$ cat src/rtl/systolic_array_ctrl_if.sv
// Job/host and PE-array control bundle for the systolic array sequencer.
// master = job source / array side, slave = the sequencer.
interface systolic_array_ctrl_if #(
  parameter int ROWS  = 4,
  parameter int COLS  = 4,
  parameter int LEN_W = 8
);
  logic             start;
  logic [LEN_W-1:0] num_vec;
  logic             abort;
  logic             busy;
  logic             done;
  logic             err;
  logic             pe_clear_weight;
  logic             pe_weight_sel;
  logic             pe_mac_enable;
  logic             wet_rd_en;
  logic [ROWS-1:0]  act_rd_en;
  logic [COLS-1:0]  out_valid;

  modport master (
    output start, num_vec, abort,
    input  busy, done, err,
    input  pe_clear_weight, pe_weight_sel,
    input  pe_mac_enable, wet_rd_en,
    input  act_rd_en, out_valid
  );

  modport slave (
    input  start, num_vec, abort,
    output busy, done, err,
    output pe_clear_weight, pe_weight_sel,
    output pe_mac_enable, wet_rd_en,
    output act_rd_en, out_valid
  );
endinterface

$ cat src/rtl/systolic_array_ctrl.sv
// Weight-stationary systolic array sequencer: clear, weight load,
// skewed activation streaming and per-column output valid flags.
module systolic_array_ctrl #(
  parameter int ROWS  = 4,
  parameter int COLS  = 4,
  parameter int LEN_W = 8
) (
  input logic clk,
  input logic reset_n,
  systolic_array_ctrl_if.slave bus
);

  localparam int TW = LEN_W + $clog2(ROWS + COLS) + 1;
  localparam int WW = $clog2(ROWS);

  typedef enum logic [2:0] {
    IDLE,
    CLEAR,
    LOAD,
    COMPUTE,
    DONE
  } state_t;

  state_t          state;
  logic [WW-1:0]   w;
  logic [TW-1:0]   t;
  logic [TW-1:0]   n;
  logic [TW-1:0]   last;
  logic            busy;
  logic            done;
  logic            err;
  logic            clr;
  logic            wsel;
  logic            mac;
  logic            wet;
  logic [ROWS-1:0] act;
  logic [COLS-1:0] outv;

  assign last = n + TW'(ROWS + COLS - 2);

  // Row r pops activations for the N cycles starting at skew r.
  function automatic logic [ROWS-1:0] act_mask(
    input logic [TW-1:0] tt,
    input logic [TW-1:0] nn
  );
    logic [ROWS-1:0] m;
    m = '0;
    for (int r = 0; r < ROWS; r++) begin
      m[r] = (tt >= TW'(r)) &&
             (tt <= TW'(r) + nn - TW'(1));
    end
    return m;
  endfunction

  // Column c reaches the bottom ROWS cycles after its first input.
  function automatic logic [COLS-1:0] out_mask(
    input logic [TW-1:0] tt,
    input logic [TW-1:0] nn
  );
    logic [COLS-1:0] m;
    m = '0;
    for (int c = 0; c < COLS; c++) begin
      m[c] = (tt >= TW'(ROWS + c)) &&
             (tt <= TW'(ROWS + c) + nn - TW'(1));
    end
    return m;
  endfunction

  // Sequencer FSM; outputs are registered alongside the state entered.
  always_ff @(posedge clk or negedge reset_n) begin
    if (!reset_n) begin
      state <= IDLE;
      w     <= '0;
      t     <= '0;
      n     <= '0;
      busy  <= 1'b0;
      done  <= 1'b0;
      err   <= 1'b0;
      clr   <= 1'b0;
      wsel  <= 1'b0;
      mac   <= 1'b0;
      wet   <= 1'b0;
      act   <= '0;
      outv  <= '0;
    end else begin
      busy <= 1'b1;
      done <= 1'b0;
      err  <= 1'b0;
      clr  <= 1'b0;
      wsel <= 1'b0;
      mac  <= 1'b0;
      wet  <= 1'b0;
      act  <= '0;
      outv <= '0;
      unique case (state)
        IDLE: begin
          busy <= 1'b0;
          if (bus.abort) begin
            state <= IDLE;
          end else if (bus.start &&
                       bus.num_vec == '0) begin
            err <= 1'b1;
          end else if (bus.start) begin
            state <= CLEAR;
            n     <= TW'(bus.num_vec);
            busy  <= 1'b1;
            clr   <= 1'b1;
          end
        end
        CLEAR: begin
          state <= LOAD;
          w     <= '0;
          wsel  <= 1'b1;
          wet   <= 1'b1;
        end
        LOAD: begin
          if (w == WW'(ROWS - 1)) begin
            state <= COMPUTE;
            t     <= '0;
            mac   <= 1'b1;
            act   <= act_mask('0, n);
            outv  <= out_mask('0, n);
          end else begin
            w    <= w + WW'(1);
            wsel <= 1'b1;
            wet  <= 1'b1;
          end
        end
        COMPUTE: begin
          if (t == last) begin
            state <= DONE;
            done  <= 1'b1;
          end else begin
            t    <= t + TW'(1);
            mac  <= 1'b1;
            act  <= act_mask(t + TW'(1), n);
            outv <= out_mask(t + TW'(1), n);
          end
        end
        DONE: begin
          state <= IDLE;
          busy  <= 1'b0;
        end
        default: begin
          state <= IDLE;
          busy  <= 1'b0;
        end
      endcase
      if (bus.abort && state != IDLE) begin
        state <= IDLE;
        busy  <= 1'b0;
        done  <= 1'b0;
        clr   <= 1'b0;
        wsel  <= 1'b0;
        mac   <= 1'b0;
        wet   <= 1'b0;
        act   <= '0;
        outv  <= '0;
      end
    end
  end

  assign bus.busy            = busy;
  assign bus.done            = done;
  assign bus.err             = err;
  assign bus.pe_clear_weight = clr;
  assign bus.pe_weight_sel   = wsel;
  assign bus.pe_mac_enable   = mac;
  assign bus.wet_rd_en       = wet;
  assign bus.act_rd_en       = act;
  assign bus.out_valid       = outv;

endmodule

$ cat src/flat_wrapper.sv
// flat-port wrapper written by rule: the top's interface ports become plain ports
module systolic_array_ctrl_flat 
#(
  parameter int ROWS  = 4,
  parameter int COLS  = 4,
  parameter int LEN_W = 8
)
  (clk, reset_n, bus_start, bus_num_vec, bus_abort, bus_busy, bus_done, bus_err, bus_pe_clear_weight, bus_pe_weight_sel, bus_pe_mac_enable, bus_wet_rd_en, bus_act_rd_en, bus_out_valid);
  systolic_array_ctrl_if #(.ROWS(ROWS), .COLS(COLS), .LEN_W(LEN_W)) bus_i ();
  input logic clk;
  input logic reset_n;
  input wire logic [$bits(bus_i.start)-1:0] bus_start;
  input wire logic [$bits(bus_i.num_vec)-1:0] bus_num_vec;
  input wire logic [$bits(bus_i.abort)-1:0] bus_abort;
  output wire logic [$bits(bus_i.busy)-1:0] bus_busy;
  output wire logic [$bits(bus_i.done)-1:0] bus_done;
  output wire logic [$bits(bus_i.err)-1:0] bus_err;
  output wire logic [$bits(bus_i.pe_clear_weight)-1:0] bus_pe_clear_weight;
  output wire logic [$bits(bus_i.pe_weight_sel)-1:0] bus_pe_weight_sel;
  output wire logic [$bits(bus_i.pe_mac_enable)-1:0] bus_pe_mac_enable;
  output wire logic [$bits(bus_i.wet_rd_en)-1:0] bus_wet_rd_en;
  output wire logic [$bits(bus_i.act_rd_en)-1:0] bus_act_rd_en;
  output wire logic [$bits(bus_i.out_valid)-1:0] bus_out_valid;
  assign bus_i.start = bus_start;
  assign bus_i.num_vec = bus_num_vec;
  assign bus_i.abort = bus_abort;
  assign bus_busy = bus_i.busy;
  assign bus_done = bus_i.done;
  assign bus_err = bus_i.err;
  assign bus_pe_clear_weight = bus_i.pe_clear_weight;
  assign bus_pe_weight_sel = bus_i.pe_weight_sel;
  assign bus_pe_mac_enable = bus_i.pe_mac_enable;
  assign bus_wet_rd_en = bus_i.wet_rd_en;
  assign bus_act_rd_en = bus_i.act_rd_en;
  assign bus_out_valid = bus_i.out_valid;
  systolic_array_ctrl #(.ROWS(ROWS), .COLS(COLS), .LEN_W(LEN_W)) u_core (.clk(clk), .reset_n(reset_n), .bus(bus_i));
endmodule
$ cat config.mk
export PLATFORM = sky130hd
export DESIGN_NAME = systolic_array_ctrl_flat
export DESIGN_NICKNAME = d
export VERILOG_FILES = /design/src/rtl/systolic_array_ctrl_if.sv /design/src/rtl/systolic_array_ctrl.sv /design/src/flat_wrapper.sv
export SDC_FILE = /design/constraint.sdc
export NUM_CORES = 1
export LEC_CHECK = 0
export CAP_MARGIN = 25
export CORE_ASPECT_RATIO = 0.75
export CORE_MARGIN = 2
export CORE_UTILIZATION = 45
export CTS_BUF_LIST = sky130_fd_sc_hd__clkbuf_4 sky130_fd_sc_hd__clkbuf_8 sky130_fd_sc_hd__clkbuf_16
export DETAILED_ROUTE_END_ITERATION = 16
export SLEW_MARGIN = 20
export SYNTH_ARGS = -nofsm -noshare
export SYNTH_HDL_FRONTEND = slang
export SYNTH_SLANG_ARGS = --single-unit
$ cat constraint.sdc
create_clock -name clk -period 6.6 [get_ports clk]
set_input_delay 1.32 -clock clk [delete_from_list [all_inputs] [get_ports clk]]
set_output_delay 1.32 -clock clk [all_outputs]
set_load 0.01 [all_outputs]
Yosys cells after proc, flatten, opt, wreduce, memory -nomap -nowiden --
Index checks and enable logic that the tools add are counted.
Operators by class: reductions and logical operators 20, equality and inequality tests 12, bitwise operators 2, $add $sub $neg 17, multiplexer cells 39, order comparisons 17
Operators by type and width (count):
- $le A12 B12 Y1 | 8
- $sub A12 B1 Y12 const B | 7
- $ge A12 B3 Y1 const B | 4
- $add A3 B8 Y9 const A | 4
- $ge A12 B1 Y1 const B | 2
- $ge A12 B2 Y1 const B | 2
- $mux W12 | 2
- $pmux W12 S2 | 1
- $mux W4 | 5
- $add A2 B8 Y9 const A | 2
- $mux W1 | 18
- $mux W3 | 6
- $add A12 B1 Y12 const B | 1
- $eq A12 B12 Y1 | 1
- $le A1 B12 Y1 const A | 1
- $pmux W3 S4 | 1
- $logic_and A1 B1 Y1 | 10
- $add A1 B8 Y9 const A | 1
- $sub A8 B1 Y9 const B | 1
- $logic_not A8 Y1 | 1
- $pmux W4 S2 | 1
- $reduce_and A4 Y1 | 2
- $eq A3 B2 Y1 const B | 2
- $ne A3 B1 Y1 const B | 2
- 17 further kinds | 22
Storage, ports and cells: output and inout port bits 15, logic and storage cells 119, flip-flop bits (word level) 39, input bits 12

Logic depth before layout (Yosys ltp) --
Gate-level depths: netlist of run 1.
depth after elaboration 7, gate-level depth with buffers 18, gate-level depth less buffers 17

Worst setup path before layout of run 1 --
No wires, ideal clock.
path kind flip-flop to flip-flop, start register u_core.n[1], end register u_core.act[1] (netlist: u_core.bus.act_rd_en[1]), setup slack 3187 ps, buffers on the path 1, required time 6514 ps, setup time 86 ps, cell stages (with the launch flop) 17, period minus slack after synthesis 3413 ps, arrival time 3327 ps, cell sequence dfrtp_1 -> ha_1 -> clkbuf_1 -> nand2_1 -> xnor2_1 -> or3b_2 -> inv_1 -> nand3_1 -> xnor2_1 -> ha_1 -> a21oi_1 -> o21ai_0 -> nand3_1 -> a21oi_1 -> a2111oi_0 -> a41oi_1 -> nor3_1
On the way: longest elaborated chain between the ends 7, elaborated cells between the ends (all ways) 9, those cells by class add/sub (3); order compare (1); eq/ne (1); mux (3); reduce/logical (1)
Ends and longest elaborated chain:
- start: declaration | line systolic_array_ctrl.sv:27 | logic [TW-1:0] n;
- start signal: assignment | line systolic_array_ctrl.sv:105 | n <= TW'(bus.num_vec);
- $add A1 B8 Y9
- $sub A12 B1 Y12
- $le A12 B12 Y1 | line systolic_array_ctrl.sv:50 | (tt <= TW'(r) + nn - TW'(1));
- $logic_and A1 B1 Y1 | line systolic_array_ctrl.sv:49 | m[r] = (tt >= TW'(r)) &&
- $mux W4 (*) | line systolic_array_ctrl.sv:130 | if (t == last) begin
- $pmux W4 S2 (*) | line systolic_array_ctrl.sv:95 | unique case (state)
- $mux W4 (*) | line systolic_array_ctrl.sv:149 | if (bus.abort && state != IDLE) begin
- end signal: assignment | line systolic_array_ctrl.sv:121 | act <= act_mask('0, n);
- end signal: assignment | line systolic_array_ctrl.sv:136 | act <= act_mask(t + TW'(1), n);
- end: declaration | line systolic_array_ctrl.sv:36 | logic [ROWS-1:0] act;
Mark *: on every way between the ends. The rest lies on a longest branch, timed or not. A chain may end at the register's enable or synchronous reset.

Worst setup path in the final report of run 1 --
start register u_core.n[3], end register u_core.act[1] (netlist: u_core.bus.act_rd_en[1])
Same word-level chain as after synthesis.

==> results of run 1 <==
==> layer usage <==
layer,vias up,track usage (%),share of wire (%)
li1,2782,-,-
met1,2735,37.2,49
met2,189,36.3,40
met3,28,5.91,8.4
met4,0,5.61,1.8
met5,-,0,0
==> cell usage in the layout, fill, tap and decap left out, types with 24 or more instances in the layout <==
cell type / instances
nor2_1: 54
a21o_1: 24
nand3_1: 38
nand2_1: 70
xor2_1: 32
o21ai_0: 33
a21oi_1: 52
dfrtp_1: 39
xnor2_1: 61
clkdlybuf4s50_1: 25
ha_1: 107
==> cell type report <==
| class | instances | area share (%) |
|---|---|---|
| Timing Repair Buffer | 36 | 4.96 |
| Antenna cell | 1 | 0.0376 |
| Clock buffer | 6 | 2.09 |
| Tap cell | 171 | 3.21 |
| Inverter | 24 | 1.35 |
| Clock inverter | 2 | 0.526 |
| Sequential cell | 39 | 14.7 |
| Multi-Input combinational cell | 671 | 73.2 |
==> logic make-up after synthesis <==
logic type	count (synthesis)	share of synthesized area (%)
xor+xnor	93	13.4
simple gates	291	24.9
compound gates	172	18.3
fa+ha+maj	108	22.2
buf+inv	56	3.95
mux	7	1.23
flops	39	16.0
==> cell usage after synthesis (all sizes together), types with 3 or more instances <==
| library cell | instances | share of area [%] |
|---|---|---|
| ha | 107 | 22 |
| nand2 | 72 | 4.5 |
| xnor2 | 61 | 8.8 |
| nor2 | 56 | 3.6 |
| a21oi | 53 | 4.5 |
| dfrtp | 39 | 16 |
| nand3 | 38 | 3.1 |
| o21ai | 34 | 2.8 |
| xor2 | 32 | 4.6 |
| a21o | 24 | 3.0 |
| inv | 24 | 1.5 |
| nand4 | 19 | 2.1 |
| buf | 17 | 1.5 |
| nor3 | 17 | 1.5 |
| clkbuf | 15 | 0.93 |
| nor2b | 14 | 1.4 |
| and3 | 12 | 1.2 |
| nand2b | 12 | 1.2 |
| or3 | 11 | 1.1 |
| a211oi | 9 | 1.1 |
| a31oi | 9 | 0.93 |
| nor4 | 8 | 0.93 |
| o211ai | 8 | 1.1 |
| and2 | 6 | 0.62 |
| o21a | 6 | 0.74 |
| a21boi | 5 | 0.62 |
| mux2 | 4 | 0.74 |
| nand3b | 4 | 0.49 |
| or2 | 4 | 0.41 |
| a41oi | 3 | 0.43 |
| and3b | 3 | 0.43 |
| and4 | 3 | 0.43 |
| mux2i | 3 | 0.49 |
| o22ai | 3 | 0.31 |
==> per-stage QoR <==
step           utilization [%]  worst slack, ns  total power, uW
2_1_floorplan                -             3.19             1510
6_report                  50.8             2.28             2260
3_3_place_gp              49.4             2.47             1900
4_1_cts                   50.8             2.36             2240
3_5_place_dp              49.4             2.38             1940
5_1_grt                   50.8             2.00             2470
==> registers in the layout (all words and copies together) (netlist names) <==
signal                      cells
u_core.bus.busy                 1
u_core.bus.pe_mac_enable        1
u_core.bus.pe_clear_weight      1
u_core.bus.err                  1
u_core.bus.act_rd_en            4
u_core.bus.done                 1
u_core.bus.out_valid            4
u_core.state                    3
u_core.bus.pe_weight_sel        1
u_core.t                       12
u_core.n                        8
u_core.w                        2
==> power by group <==
group | leakage [uW] | internal, uW | switching, uW | total (uW)
Combinational | 0.00230 | 652 | 948 | 1600
Clock | 0.0000869 | 188 | 101 | 289
Sequential | 0.000513 | 275 | 100 | 375
==> worst min path at each step <==
| stage | end | slack [ns] | cells past startpoint |
|---|---|---|---|
| 6_report | u_core.w[1] | 0.56 | 2 |
| 5_1_grt | u_core.w[1] | 0.62 | 2 |
| 4_1_cts | u_core.w[1] | 0.56 | 2 |
| 3_5_place_dp | u_core.w[1] | 0.54 | 2 |
| 3_3_place_gp | u_core.w[0] | 0.54 | 2 |
| 2_1_floorplan | u_core.w[1] | 0.50 | 2 |
==> worst reg2reg max path: stages (launching register included) <==
cell and delay [ns]:
dfrtp_1 0.84, ha_1 0.62, and2_1 0.26, a31oi_1 0.12
or3b_2 0.50, inv_1 0.11, nand3_1 0.11, xnor2_1 0.16
ha_1 0.30, nand2_1 0.07, nor4_1 0.40, o21a_1 0.18
a2111oi_0 0.06, a41oi_1 0.38, nor3_1 0.08
==> impl_metrics.env, run 1 <==
export IMPL_ys_warn_count=0
export IMPL_h_tree_depth=2
export IMPL_grt_pass1_vias=5291
export IMPL_slowest_delay_ns=0.84
export IMPL_crit_arrival_ns=4.48
export IMPL_clk_latency_ns=0.29
export IMPL_antenna_left=0
export IMPL_p_per_area_nw_per_um2=340
export IMPL_initial_core_util_pct=46.4
export IMPL_clk_path_buf_depth=2
export IMPL_worst_clock_skew_ns=0.00501
export IMPL_reg2reg_depth=14
export IMPL_antenna_found_initial=1
export IMPL_slew_violations=0
export IMPL_cts_resized=0
export IMPL_postCtsSetupBuffers=0
export IMPL_r2r_end="u_core.bus.act_rd_en[1]"
export IMPL_slew_headroom_pct=35.7
export IMPL_multi_input_comb_area_um2=4870
export IMPL_cp_common_cell="ha_1"
export IMPL_grt_setup_unrepaired="false"
export IMPL_routed_wirelength_mm=17.9
export IMPL_hold_viol_final=0
export IMPL_placed_area_um2=6480
export IMPL_p_leak_uw=0.00290
export IMPL_cp_buffers_inverters=1
export IMPL_critical_path_class="reg2reg"
export IMPL_sequential_cell_area_um2=976
export IMPL_cp_data_required_time_ns=6.75
export IMPL_ioPinCount=27
export IMPL_grt_overflow=0
export IMPL_crit_path_end_kind="flop"
export IMPL_core_region_area_um2=13100
export IMPL_grt_max_degree=40
export IMPL_netlist_area_um2=6090
export IMPL_num_rows=36
export IMPL_stdcell_count=950
export IMPL_path_clk_slew_ns=0.06
export IMPL_fillers=1263
export IMPL_drtIter0Drc=586
export IMPL_dpl_hpwl_mm=14.0
export IMPL_fin_nets=896
export IMPL_grt_pass1_wl_mm=29.0
export IMPL_worstSetupStartpointType="flop"
export IMPL_crit_chain="ha_1 > and2_1 > a31oi_1 > or3b_2 > inv_1 > nand3_1 > xnor2_1 > ha_1 > nand2_1 > nor4_1 > o21a_1 > a2111oi_0 > a41oi_1 > nor3_1"
export IMPL_synthCells=766
export IMPL_hold_slack_ns=0.556
export IMPL_syn_nets=885
export IMPL_finish_instance_area_um2=6660
export IMPL_endpoint="u_core.bus.act_rd_en[1]"
export IMPL_critPathLaunch="u_core.n[3]"
export IMPL_async_reset_ff_share_pct=100
export IMPL_r2r_start="u_core.n[3]"
export IMPL_hp_start="u_core.w[1]"
export IMPL_yosysUniqueCellTypes=74
export IMPL_numCtsBuffers=5
export IMPL_cts_sinks=39
export IMPL_gp_congestion=0.901
export IMPL_fin_crit_ns=4.32
export IMPL_cp_depth=14
export IMPL_dp_cells=941
export IMPL_synth_seq_cells=39
export IMPL_cp_slowest_cell="dfrtp_1"
export IMPL_die_w_um=138
export IMPL_worst_slew_pin_slew_ns=0.964
export IMPL_cts_root_buf="clkbuf_16"
export IMPL_ctsHoldBuffers=0
export IMPL_fmax_mhz=231
export IMPL_die_area_um2=14500
export IMPL_fp_dieH_um=105
export IMPL_worst_path_max_fanout=18
export IMPL_drc=0
export IMPL_synth_edf_count=0
export IMPL_vias=5734
export IMPL_max_cap_violations=0
export IMPL_io_buffer_count=26
export IMPL_outcome="finished, final reports clean"
export IMPL_irDropWorstVdd_v=0.000151
export IMPL_viasPerCell=6.04
export IMPL_avgRoutedWirePerCell_um=18.9
export IMPL_ys_seq_area_share_pct=16.0
export IMPL_cpLargestDelayFamily="simple AND/OR/NAND/NOR gates"
export IMPL_grt_use_total_pct=25.0
export IMPL_syn_to_final_growth_pct=9.37
export IMPL_hold_path_class="reg2reg"
export IMPL_r2r_setup_slack_ns=2.28
export IMPL_drive_gt1_share_pct=5.53
export IMPL_syn_area_per_cell_um2=7.94
export IMPL_synth_ff_type="dfrtp_1"
export IMPL_setup_viol=0
export IMPL_cts_tree="done"
export IMPL_dr_pass1_iters=5
export IMPL_fin_crit_sh_pct=65.5
export IMPL_setup_tns_final_ns=0
Note: power is estimated with default switching activity, not from simulation.
==> inputs of run 2 (changes only) <==
Clock period 6.6 ns to 4.3 ns, I/O delays scaled along.
==> run 2 against run 1 <==
- via count up 1.8%
- fmax up 11%
- setup slack worse by 1.9 ns
- die area unchanged
- final area up 2.1%
- largest power group unchanged
==> impl_metrics.env, run 2 (synthesized netlist as in run 1, its figures left out) <==
export IMPL_largestRegisters="u_core.t: 12 flops, u_core.n: 8 flops"
export IMPL_cts_resized=0
export IMPL_crit_arrival_ns=4.12
export IMPL_p_leak_uw=0.00299
export IMPL_worst_slew_pin_slew_ns=0.891
export IMPL_p_per_area_nw_per_um2=528
export IMPL_hold_path_class="in2async"
export IMPL_vias=5835
export IMPL_busiest_layer="met1"
export IMPL_grt_overflow=0
export IMPL_fin_crit_ns=3.91
export IMPL_crit_path_end_kind="flop"
export IMPL_clk_latency_ns=0.30
export IMPL_io_buffer_count=26
export IMPL_numCtsBuffers=5
export IMPL_dp_cells=957
export IMPL_antenna_found_initial=0
export IMPL_fin_crit_sh_pct=91.0
export IMPL_die_w_um=138
export IMPL_path_clk_slew_ns=0.07
export IMPL_worstSetupStartpointType="flop"
export IMPL_fin_nets=913
export IMPL_grt_pass1_vias=5428
export IMPL_ctsHoldBuffers=0
export IMPL_h_tree_depth=2
export IMPL_syn_to_final_growth_pct=11.7
export IMPL_dr_pass1_iters=10
export IMPL_antenna_left=0
export IMPL_n_antenna_cell=0
export IMPL_multi_input_comb_area_um2=4870
export IMPL_grt_setup_unrepaired="false"
export IMPL_fmax_mhz=256
export IMPL_die_area_um2=14500
export IMPL_hold_viol_final=0
export IMPL_worst_clock_skew_ns=0.00405
export IMPL_slew_violations=0
export IMPL_irDropWorstVdd_v=0.000324
export IMPL_swShare_pct=51.1
export IMPL_setup_tns_final_ns=0
export IMPL_grt_max_degree=40
export IMPL_seq_power_share_pct=16.0
export IMPL_outcome="finished, final reports clean"
export IMPL_drive_gt1_share_pct=7.55
export IMPL_use_met1_pct=40.4
export IMPL_grt_use_total_pct=26.4
export IMPL_use_met2_pct=38.9
export IMPL_drtIter0Drc=529
export IMPL_core_region_area_um2=13100
export IMPL_num_rows=36
export IMPL_largest_register_ffs=12
export IMPL_p_clk_share_pct=13.4
export IMPL_fp_dieH_um=105
export IMPL_sequential_cell_area_um2=976
export IMPL_max_cap_violations=0
export IMPL_finish_instance_area_um2=6800
export IMPL_fillers=1260
export IMPL_drc=0
export IMPL_critical_path_class="reg2reg"
export IMPL_gp_congestion=1.02
export IMPL_postCtsSetupBuffers=0
export IMPL_cts_sinks=39
export IMPL_power_switching_uw=1830
export IMPL_worst_path_max_fanout=11
export IMPL_p_int_uw=1760
export IMPL_placed_area_um2=6600
export IMPL_comb_power_share_pct=70.6
export IMPL_avgRoutedWirePerCell_um=19.9
export IMPL_routed_wirelength_mm=19.3
export IMPL_viasPerCell=6.04
export IMPL_grtUsageMet3_pct=4.86
export IMPL_r2r_setup_slack_ns=0.39
export IMPL_layout_common_cells="107 x ha_1, 70 x nand2_1, 61 x xnor2_1"
export IMPL_clk_path_buf_depth=2
export IMPL_ioPinCount=27
export IMPL_initial_core_util_pct=46.4
export IMPL_stdcell_count=966
export IMPL_dpl_hpwl_mm=15.0
export IMPL_slew_headroom_pct=40.1
export IMPL_regMostFlops="u_core.t"
export IMPL_cp_data_required_time_ns=4.51
export IMPL_grt_pass1_wl_mm=30.3
export IMPL_cts_root_buf="clkbuf_16"
export IMPL_setup_viol=0
export IMPL_layout_commonest_cell="ha_1"
export IMPL_cts_tree="done"
export IMPL_hold_slack_ns=0.431
[run 2: changes by cell type in the layout (fill, tap and decap cells not counted)]
cell,before,now
clkinv_2,1,0
inv_6,0,1
buf_4,10,26
diode_2,1,0
buf_12,0,1
[run 2: cell type report]
type                    count  share of cell area, %
multi-input cells         671                   71.6
flip-flops and latches     39                   14.4
repair buffers             53                   6.92
well taps                 171                   3.15
clock buffers               6                   2.04
inverters                  24                   1.33
clock inverters             2                  0.571
[run 2: per-layer routing]
layer | routed length, um | part of all wire (%) | vias to the layer above
li1 | - | - | 2817
met1 | 9730 | 51 | 2785
met2 | 7840 | 41 | 204
met3 | 1420 | 7.4 | 29
met4 | 267 | 1.4 | 0
met5 | 0 | 0 | -
[run 2: final timing paths]
check / endpoint / depth (start not counted) / startpoint
setup / recovery: u_core.bus.act_rd_en[3] / 13 / u_core.n[1]
hold / removal: u_core.bus.act_rd_en[1] / 1 / reset_n
setup reg to reg: u_core.bus.act_rd_en[3] / 13 / u_core.n[1]
hold reg to reg: u_core.w[1] / 2 / u_core.w[1]
max in group asynchronous: u_core.n[7] / 2 / reset_n
min in group clk: u_core.w[1] / 2 / u_core.w[1]
[run 2: power groups by stage]
| stage | clock network (uW) | registers, uW | logic [uW] |
|---|---|---|---|
| global route | 498 | 588 | 2790 |
| finish | 481 | 575 | 2530 |
| detailed placement | 0 | 577 | 2450 |
| CTS | 485 | 570 | 2480 |
| floorplan | 0 | 482 | 1840 |
| global placement | 0 | 576 | 2370 |
[run 2: worst max-delay path, cell delays in order, from the launching register on]
cell      delay [ns]
dfrtp_1         0.60
inv_1           0.25
ha_1            0.35
nor2b_1         0.28
xnor2_1         0.22
nor4b_1         0.42
and3_1          0.28
nand3_1         0.11
ha_1            0.34
nand4_1         0.12
or4_1           0.50
o21ai_0         0.09
a31oi_1         0.06
a211oi_1        0.21
[run 2: through the flow]
stage	worst slack [ns]	utilization, %	power, uW
finish	0.387	51.9	3590
detailed placement	0.465	50.4	3030
floorplan	0.887	-	2320
global route	0.0365	51.9	3880
global placement	0.516	50.4	2950
CTS	0.429	51.7	3530
